===== src/rtl/phy_rx_lane_ctrl_if.sv =====
// Byte-stream and lane-steering bundle between the receive byte source
// and the phy_rx lane controller.
interface phy_rx_lane_ctrl_if;
    logic [7:0] data_000;
    logic       valid_000;
    logic       push_00;
    logic       push_11;
    logic       sel;
    logic       active;
    logic [1:0] state;
    logic [3:0] err_cnt;

    // Byte source side: drives the stream, observes the controller.
    modport master (
        output data_000,
        output valid_000,
        input  push_00,
        input  push_11,
        input  sel,
        input  active,
        input  state,
        input  err_cnt
    );

    // Controller side: consumes the stream, produces lane strobes.
    modport slave (
        input  data_000,
        input  valid_000,
        output push_00,
        output push_11,
        output sel,
        output active,
        output state,
        output err_cnt
    );
endinterface


===== src/rtl/phy_rx_lane_ctrl.sv =====
// Receive lane controller: acquires byte alignment from COM characters and
// steers each valid byte alternately to lane 00 / lane 11 of the demux.
// All outputs are registered; strobes line up with the datapath's byte
// register (byte sampled at edge N -> push during cycle N+1).
module phy_rx_lane_ctrl #(
    parameter logic [7:0] COM        = 8'hBC,
    parameter int         SYNC_COUNT = 4,
    parameter int         ERR_LIMIT  = 4
) (
    input  logic               clk_2f,
    input  logic               reset_L,
    phy_rx_lane_ctrl_if.slave  bus
);

    localparam int CW = $clog2(SYNC_COUNT + 1);

    // Last COM count before the one that completes acquisition.
    localparam logic [CW-1:0] SYNC_LAST = CW'(SYNC_COUNT - 1);
    localparam logic [3:0]    ERR_LIM_V = 4'(ERR_LIMIT);

    typedef enum logic [1:0] {
        LOSS_SYNC = 2'b00,
        SYNC      = 2'b01,
        ACTIVE    = 2'b10
    } state_t;

    state_t          state_q,   state_d;
    logic [CW-1:0]   com_cnt_q, com_cnt_d;
    logic            sel_q,     sel_d;
    logic [3:0]      err_cnt_q, err_cnt_d;
    logic            push_00_q, push_00_d;
    logic            push_11_q, push_11_d;
    logic            active_q,  active_d;
    logic            is_com_s;

    assign is_com_s = (bus.data_000 == COM);

    // Next-state and strobe decision for the byte presented this cycle.
    always_comb begin
        state_d   = state_q;
        com_cnt_d = com_cnt_q;
        sel_d     = sel_q;
        err_cnt_d = err_cnt_q;
        push_00_d = 1'b0;
        push_11_d = 1'b0;
        if (bus.valid_000) begin
            case (state_q)
                SYNC: begin
                    if (is_com_s) begin
                        state_d = SYNC;
                    end else begin
                        // First data byte after the COM run opens lane 00.
                        state_d   = ACTIVE;
                        push_00_d = 1'b1;
                        sel_d     = 1'b1;
                    end
                end
                ACTIVE: begin
                    if (is_com_s && sel_q) begin
                        if ((err_cnt_q + 4'd1) == ERR_LIM_V) begin
                            // Too many misaligned COMs: drop the byte and resync.
                            state_d   = LOSS_SYNC;
                            sel_d     = 1'b0;
                            com_cnt_d = {CW{1'b0}};
                            err_cnt_d = 4'd0;
                        end else begin
                            err_cnt_d = err_cnt_q + 4'd1;
                            push_11_d = 1'b1;
                            sel_d     = 1'b0;
                        end
                    end else begin
                        if (sel_q) begin
                            push_11_d = 1'b1;
                        end else begin
                            push_00_d = 1'b1;
                        end
                        sel_d = ~sel_q;
                        if (is_com_s) begin
                            err_cnt_d = 4'd0;
                        end else begin
                            err_cnt_d = err_cnt_q;
                        end
                    end
                end
                default: begin
                    // LOSS_SYNC, and the unused encoding behaves the same.
                    if (is_com_s) begin
                        if (com_cnt_q == SYNC_LAST) begin
                            state_d   = SYNC;
                            com_cnt_d = {CW{1'b0}};
                        end else begin
                            state_d   = LOSS_SYNC;
                            com_cnt_d = com_cnt_q + {{(CW-1){1'b0}}, 1'b1};
                        end
                    end else begin
                        state_d   = LOSS_SYNC;
                        com_cnt_d = {CW{1'b0}};
                    end
                end
            endcase
        end else begin
            state_d = state_q;
        end
        active_d = (state_d == ACTIVE);
    end

    // State and output registers with synchronous active-low reset.
    always_ff @(posedge clk_2f) begin
        if (!reset_L) begin
            state_q   <= LOSS_SYNC;
            com_cnt_q <= {CW{1'b0}};
            sel_q     <= 1'b0;
            err_cnt_q <= 4'd0;
            push_00_q <= 1'b0;
            push_11_q <= 1'b0;
            active_q  <= 1'b0;
        end else begin
            state_q   <= state_d;
            com_cnt_q <= com_cnt_d;
            sel_q     <= sel_d;
            err_cnt_q <= err_cnt_d;
            push_00_q <= push_00_d;
            push_11_q <= push_11_d;
            active_q  <= active_d;
        end
    end

    assign bus.push_00 = push_00_q;
    assign bus.push_11 = push_11_q;
    assign bus.sel     = sel_q;
    assign bus.active  = active_q;
    assign bus.state   = state_q;
    assign bus.err_cnt = err_cnt_q;

endmodule

===== src/flat_wrapper.sv =====
// flat-port wrapper written by rule: the top's interface ports become plain ports
module phy_rx_lane_ctrl_flat 
#(
    parameter logic [7:0] COM        = 8'hBC,
    parameter int         SYNC_COUNT = 4,
    parameter int         ERR_LIMIT  = 4
)
  (clk_2f, reset_L, bus_data_000, bus_valid_000, bus_push_00, bus_push_11, bus_sel, bus_active, bus_state, bus_err_cnt);
  phy_rx_lane_ctrl_if bus_i ();
  input  logic clk_2f;
  input  logic reset_L;
  input wire logic [$bits(bus_i.data_000)-1:0] bus_data_000;
  input wire logic [$bits(bus_i.valid_000)-1:0] bus_valid_000;
  output wire logic [$bits(bus_i.push_00)-1:0] bus_push_00;
  output wire logic [$bits(bus_i.push_11)-1:0] bus_push_11;
  output wire logic [$bits(bus_i.sel)-1:0] bus_sel;
  output wire logic [$bits(bus_i.active)-1:0] bus_active;
  output wire logic [$bits(bus_i.state)-1:0] bus_state;
  output wire logic [$bits(bus_i.err_cnt)-1:0] bus_err_cnt;
  assign bus_i.data_000 = bus_data_000;
  assign bus_i.valid_000 = bus_valid_000;
  assign bus_push_00 = bus_i.push_00;
  assign bus_push_11 = bus_i.push_11;
  assign bus_sel = bus_i.sel;
  assign bus_active = bus_i.active;
  assign bus_state = bus_i.state;
  assign bus_err_cnt = bus_i.err_cnt;
  phy_rx_lane_ctrl #(.COM(COM), .SYNC_COUNT(SYNC_COUNT), .ERR_LIMIT(ERR_LIMIT)) u_core (.clk_2f(clk_2f), .reset_L(reset_L), .bus(bus_i));
endmodule

===== config.mk =====
export PLATFORM = sky130hd
export DESIGN_NAME = phy_rx_lane_ctrl_flat
export DESIGN_NICKNAME = d
export VERILOG_FILES = /design/src/rtl/phy_rx_lane_ctrl_if.sv /design/src/rtl/phy_rx_lane_ctrl.sv /design/src/flat_wrapper.sv
export SDC_FILE = /design/constraint.sdc
export NUM_CORES = 1
export LEC_CHECK = 0
export BUFFER_PORTS_ARGS = -buffer_cell sky130_fd_sc_hd__buf_2
export CELL_PAD_IN_SITES_DETAIL_PLACEMENT = 0
export CELL_PAD_IN_SITES_GLOBAL_PLACEMENT = 1
export CORE_MARGIN = 3
export CORE_UTILIZATION = 30
export DETAILED_ROUTE_END_ITERATION = 8
export GPL_TIMING_DRIVEN = 0
export PLACE_DENSITY_LB_ADDON = 0.1
export SETUP_SLACK_MARGIN = 0.15
export SYNTH_ARGS = -nofsm -noshare
export SYNTH_HDL_FRONTEND = slang
export SYNTH_SLANG_ARGS = --single-unit

===== constraint.sdc =====
create_clock -name clk_2f -period 1.6 [get_ports clk_2f]
set_input_delay 0.16 -clock clk_2f [delete_from_list [all_inputs] [get_ports clk_2f]]
set_output_delay 0.16 -clock clk_2f [all_outputs]
set_load 0.03 [all_outputs]

Yosys cells after proc, flatten, opt, wreduce, memory -nomap -nowiden
Cells that the tools add are included.

word-level totals
  register bits after elaboration = 13
  input port bits = 11
  output and inout port bits = 10
  word-level logic and storage cells = 53

cells by class
  add/subtract/negate cells = 2
  eq/ne operators = 9
  mux-type cells = 25
  bitwise logic cells = 2
  reductions and logical operators = 8

operator list
  operator                                              number
  2-to-1 mux 3 bit                                      4
  2-to-1 mux 4 bit                                      3
  2-to-1 mux 1 bit                                      10
  AND reduction 3 bit                                   3
  equality test 8 bit (second input constant)           1
  2-to-1 mux 2 bit                                      4
  one-hot mux 3 bit (2 select lines)                    1
  adder 4 x 1 -> 4 bit (second input constant)          1
  equality test 2 bit (second input constant)           2
  equality test 4 x 3 -> 1 bit (second input constant)  1
  != test 2 x 1 -> 1 bit (second input constant)        2
  one-hot mux 1 bit (2 select lines)                    2
  one-hot mux 2 bit (2 select lines)                    1
  AND reduction 4 bit                                   1
  nonzero test 2 bit                                    2
  adder 3 x 1 -> 3 bit (second input constant)          1
  equality test 3 x 2 -> 1 bit (second input constant)  1
  equality test 2 x 1 -> 1 bit (second input constant)  1
  != test 2 bit (second input constant)                 1
  inverter 1 bit                                        2
  AND reduction 2 bit                                   1
  logical AND 1 bit                                     1

Logic depth before layout (Yosys ltp)
  depth in word-level cells = 7
  gate-level depth with buffers = 6
  mapped depth without buffers = 6

Worst setup path after synthesis
OpenSTA, ideal clock, no wires.

  path kind = register -> register
  from = reg u_core.state_q[1] (netlist: u_core.bus.state[1])
  to = reg u_core.active_q (netlist: u_core.bus.active)
  arrival time = 1.700 ns
  setup slack = -0.174 ns
  stages on the path, launching flop included = 6
  cell sequence = dfxtp_1 ha_1 nand2_1 or3_1 a31o_1 a31oi_1

between the ends
  word-level cells in the longest chain between the ends = 5
  elaborated cells on any way between the ends = 7
  classes of those cells = eq/ne (3); mux (4)

ends and longest elaborated chain
  item                                RTL line                 text
  start, declared                     phy_rx_lane_ctrl.sv:27   state_t state_q, state_d;
  start signal, assigned              phy_rx_lane_ctrl.sv:118  state_q <= state_d;
  2-to-1 mux 2 bit                    phy_rx_lane_ctrl.sv:60   if ((err_cnt_q + 4'd1) == ERR_LIM_V) begin
  2-to-1 mux 2 bit                    phy_rx_lane_ctrl.sv:59   if (is_com_s && sel_q) begin
  one-hot mux 2 bit (2 select lines)  phy_rx_lane_ctrl.sv:47   case (state_q)
  2-to-1 mux 2 bit *                  phy_rx_lane_ctrl.sv:46   if (bus.valid_000) begin
  equality test 2 bit *               phy_rx_lane_ctrl.sv:104  active_d = (state_d == ACTIVE);
  end signal, assigned                phy_rx_lane_ctrl.sv:124  active_q <= active_d;
  end, declared                       phy_rx_lane_ctrl.sv:33   logic active_q, active_d;

Mark *: on every way between the ends. The rest lies on a longest branch, timed or not.
A chain may end at the register's enable or synchronous reset.

Final worst setup path
  from = reg u_core.state_q[0] (netlist: u_core.bus.state[0])
  to = reg u_core.state_q[0] (netlist: u_core.bus.state[0])

between the ends
  word-level cells in the longest chain between the ends = 4
  elaborated cells on any way between the ends = 6
  classes of those cells = eq/ne (2); mux (4)

ends and longest elaborated chain
  item                                RTL line
  2-to-1 mux 2 bit                    phy_rx_lane_ctrl.sv:60
  2-to-1 mux 2 bit                    phy_rx_lane_ctrl.sv:59
  one-hot mux 2 bit (2 select lines)  phy_rx_lane_ctrl.sv:47
  2-to-1 mux 2 bit *                  phy_rx_lane_ctrl.sv:46

Marked as above.

==> Flow_metrics.wiki <==
{| class="wikitable"
! Metric !! Value
|-
| Run status || complete, no violations
|-
| Final antenna-violating net count || 0
|-
| Maximum VDD drop || 0.404 mV
|-
| Worst r2r src || u_core.bus.state[0]
|-
| Wire length of the first global-routing pass || 3.56 mm
|-
| Initial antenna violation count || 0
|-
| Weighted congestion reported at the end of routability-driven placement || 0.758
|-
| Unrepaired setup endpoints after global routing || yes
|-
| Hold/Removal Path Class || primary input to register
|-
| Peak Freq || 669 MHz
|-
| Launching instance or port of the critical path || u_core.bus.state[0]
|-
| Clock Skew || 0.00147 ns
|-
| Clock root buffer || sky130_fd_sc_hd__clkbuf_4
|-
| Number of DRC violations after detailed-routing iteration 0 || 9
|-
| TritonCTS sink count || 13
|-
| Number of pins exceeding their max-slew limit in the final report || 0
|-
| Die area || 3560 um^2
|-
| Total routing usage reported by global routing || 13.1%
|-
| Layout Utilization || 49.6%
|-
| Net count, final || 151
|-
| Die width || 59.6 um
|-
| Number of buffers on the longest clock path || 2
|-
| Routed wire length || 2.30 mm
|-
| Layout fillers || 250
|-
| Via count of the first global-routing pass || 756
|-
| Number of synthesized flops with an enable pin || 0
|-
| Die Y || 59.6 um
|-
| End point of the most critical hold path || u_core.bus.push_00
|-
| Net count of the mapped netlist || 116
|-
| Number of stages on the worst hold path || 3
|-
| Worst setup path class || register to register
|-
| Hold_sp || reset_L
|-
| Setup slack on the worst flop-to-flop path || 0.10 ns
|-
| Worst slew pin tran || 0.443 ns
|-
| Clock Pin Slew Worst Setup and Hold Paths || 0.08 ns
|-
| Worst Setup End Kind || register
|-
| Floorplan row count || 18
|-
| Total Neg Setup Slack || 0 ns
|-
| Count of unresolved DRC violations after routing || 0
|-
| Post-synth ARST share || 0%
|-
| Boundary pin count || 21
|-
| Fraction of final layout cells with drive strength greater than 1 || 47.8%
|-
| Starting density of the core || 33.0%
|-
| Primary FF master, synth || sky130_fd_sc_hd__dfxtp_1
|-
| Sort of element at the start of the critical path || register
|-
| Fin crit share || 93.5%
|-
| Arrival time worst endpoint || 1.66 ns
|-
| Via-to-Cell Ratio || 5.15
|-
| Layout overhead on the synthesized area || 50.0%
|-
| Ant diodes || 0
|-
| Hold bufs inserted after CTS || 0
|-
| Worst max-slew margin expressed relative to the limit || 70.4%
|-
| CORE AREA || 2610 um^2
|-
| Synthesized flop and latch total || 13
|-
| Max-cap check violation count || 0
|-
| Hold violation total from the final report || 0
|-
| Cells after synthesis || 100
|-
| Reported leakage power || 0.513 nW
|-
| Source-to-sink clock delay at the later pin of the worst-skew pair || 0.27 ns
|-
| Sequential element share of the synthesized area || 30.1%
|-
| Power Density || 465 nW/um^2
|-
| Tmin final || 1.50 ns
|-
| Crit-path max FO || 5
|-
| Detailed-placement wirelength estimate || 1.61 mm
|-
| Reg2Reg Depth || 6
|-
| Clock tree from TritonCTS || yes
|-
| Place WS || -0.00925 ns
|-
| Reg2Reg Capture Point || u_core.bus.state[0]
|-
| Req. time, crit path || 1.77 ns
|-
| Warnings, synthesis || 0
|-
| Avg Inst Size Synth || 8.63 um^2
|-
| Power consumption || 0.603 mW
|-
| H-tree lvl count || 1
|-
| Average wire length per cell after detail routing || 14.0 um
|-
| Distinct cell type count after synthesis || 41
|-
| Via total after detailed routing || 845
|-
| Total setup violations reported at the end of the flow || 0
|-
| TritonCTS Buffers || 3
|-
| Quantity of I/O buffers inserted on ports || 19
|-
| Detailed-routing iteration count for the pre-antenna-repair pass || 4
|-
| Worst Slack Setup Final || 0.104 ns
|-
| Global route total overflow || 0
|-
| Maximum number of pins on one net before global-route repair || 11
|-
| Post-synthesis instance area || 863 um^2
|}
-- synthesized netlist by cell type, types with 2 or more instances --
library cell | instances | area share [%]
sky130_fd_sc_hd__a21oi_1 | 2 | 1.2
sky130_fd_sc_hd__o21a_1 | 2 | 1.7
sky130_fd_sc_hd__a31o_2 | 2 | 2.0
sky130_fd_sc_hd__o21ai_1 | 2 | 1.2
sky130_fd_sc_hd__nor2_1 | 3 | 1.3
sky130_fd_sc_hd__o21ai_0 | 4 | 2.3
sky130_fd_sc_hd__nand4_1 | 4 | 2.9
sky130_fd_sc_hd__dfxtp_1 | 13 | 30
sky130_fd_sc_hd__nand2b_1 | 6 | 4.3
sky130_fd_sc_hd__a31oi_1 | 3 | 2.2
sky130_fd_sc_hd__a211o_1 | 2 | 2.0
sky130_fd_sc_hd__ha_1 | 5 | 7.2
sky130_fd_sc_hd__nand3_1 | 6 | 3.5
sky130_fd_sc_hd__nand3b_1 | 3 | 2.6
sky130_fd_sc_hd__nor4_1 | 2 | 1.4
sky130_fd_sc_hd__nor2b_1 | 2 | 1.4
sky130_fd_sc_hd__inv_1 | 3 | 1.3
sky130_fd_sc_hd__nand2_1 | 10 | 4.3
sky130_fd_sc_hd__a21boi_1 | 4 | 3.5
-- area by class of cell --
cell class	count	area [um^2]	share of cell area, %
Clock buffer	4	26.3	2.03
Tap cell	30	37.5	2.90
Buffer	3	16.3	1.26
Inverter	3	11.3	0.870
Multi-Input combinational cell	81	721	55.7
Timing Repair Buffer	30	206	15.9
Sequential cell	13	277	21.4
-- how the worst max path moves through the flow --
stage | endpoint | depth (start not counted)
after floorplan | u_core.com_cnt_q[0] | 6
after global placement | u_core.bus.err_cnt[3] | 5
after detailed placement | u_core.bus.err_cnt[3] | 5
after CTS | u_core.bus.state[0] | 6
after global routing | u_core.bus.state[0] | 6
final | u_core.bus.state[0] | 6
-- cell usage in the layout, fill, tap and decap left out, types with 2 or more instances in the layout --
cell type and count:
sky130_fd_sc_hd__buf_2 20, sky130_fd_sc_hd__nor2_1 3, sky130_fd_sc_hd__nand4_1 4, sky130_fd_sc_hd__o21ai_0 3, sky130_fd_sc_hd__nand3b_1 3, sky130_fd_sc_hd__clkbuf_1 2
sky130_fd_sc_hd__clkbuf_4 4, sky130_fd_sc_hd__nand2b_1 5, sky130_fd_sc_hd__nor2b_1 2, sky130_fd_sc_hd__a21boi_1 4, sky130_fd_sc_hd__dfxtp_4 4, sky130_fd_sc_hd__o21ai_1 3
sky130_fd_sc_hd__nand2_1 9, sky130_fd_sc_hd__ha_4 3, sky130_fd_sc_hd__a21oi_1 2, sky130_fd_sc_hd__inv_1 2, sky130_fd_sc_hd__dfxtp_1 8, sky130_fd_sc_hd__a31oi_4 2
sky130_fd_sc_hd__buf_12 2, sky130_fd_sc_hd__o21a_1 2, sky130_fd_sc_hd__buf_4 8, sky130_fd_sc_hd__nand3_1 6, sky130_fd_sc_hd__a211o_1 2
-- power by group --
group	switching [mW]	internal (mW)
Combinational	0.0413	0.0342
Sequential	0.00174	0.319
Clock	0.110	0.0967
-- registers in the layout, summed over array words and instances (netlist names) --
name	cells
u_core.bus.err_cnt	4
u_core.com_cnt_q	3
u_core.bus.state	2
u_core.bus.active	1
u_core.bus.push_00	1
u_core.bus.push_11	1
u_core.bus.sel	1
-- worst max-delay path, stage by stage, from the launching register on --
cell and delay [ns]:
sky130_fd_sc_hd__dfxtp_4 0.37, sky130_fd_sc_hd__inv_2 0.04, sky130_fd_sc_hd__ha_4 0.27, sky130_fd_sc_hd__nand2b_4 0.13, sky130_fd_sc_hd__a31oi_4 0.10, sky130_fd_sc_hd__buf_6 0.13
sky130_fd_sc_hd__o311a_1 0.34
-- per-layer routing --
layer  vias to the layer above  global-route usage [%]  routed length (um)
met2                        19                    19.4                1020
met4                         0                    2.85                  14
met1                       379                    18.3                1140
li1                        445                       -                   -
met3                         2                    4.36                 127
met5                         -                       0                   0
-- kinds of logic after synthesis --
logic type      share of synthesized area (%)
simple gates                             36.7
compound gates                           22.8
flops                                    30.1
buf+inv                                  3.19
fa+ha+maj                                7.25
-- stage by stage --
step                hold slack (ns)  cells  area (um^2)
finish                        0.202    164         1290
global route                  0.228    164         1290
CTS                           0.190    157         1130
detailed placement            0.463    149         1060
global placement              0.455    149         1060
floorplan                     0.318    100          925
-- what timing repair did --
action                                  4_1_cts  5_1_grt
resized for setup                             3       15
setup buffers                                 4        7
gates cloned                                  0        0
endpoints found under the setup margin        6        7
pin swaps                                     2        9
No activity file was read; power rests on OpenSTA's default activity.
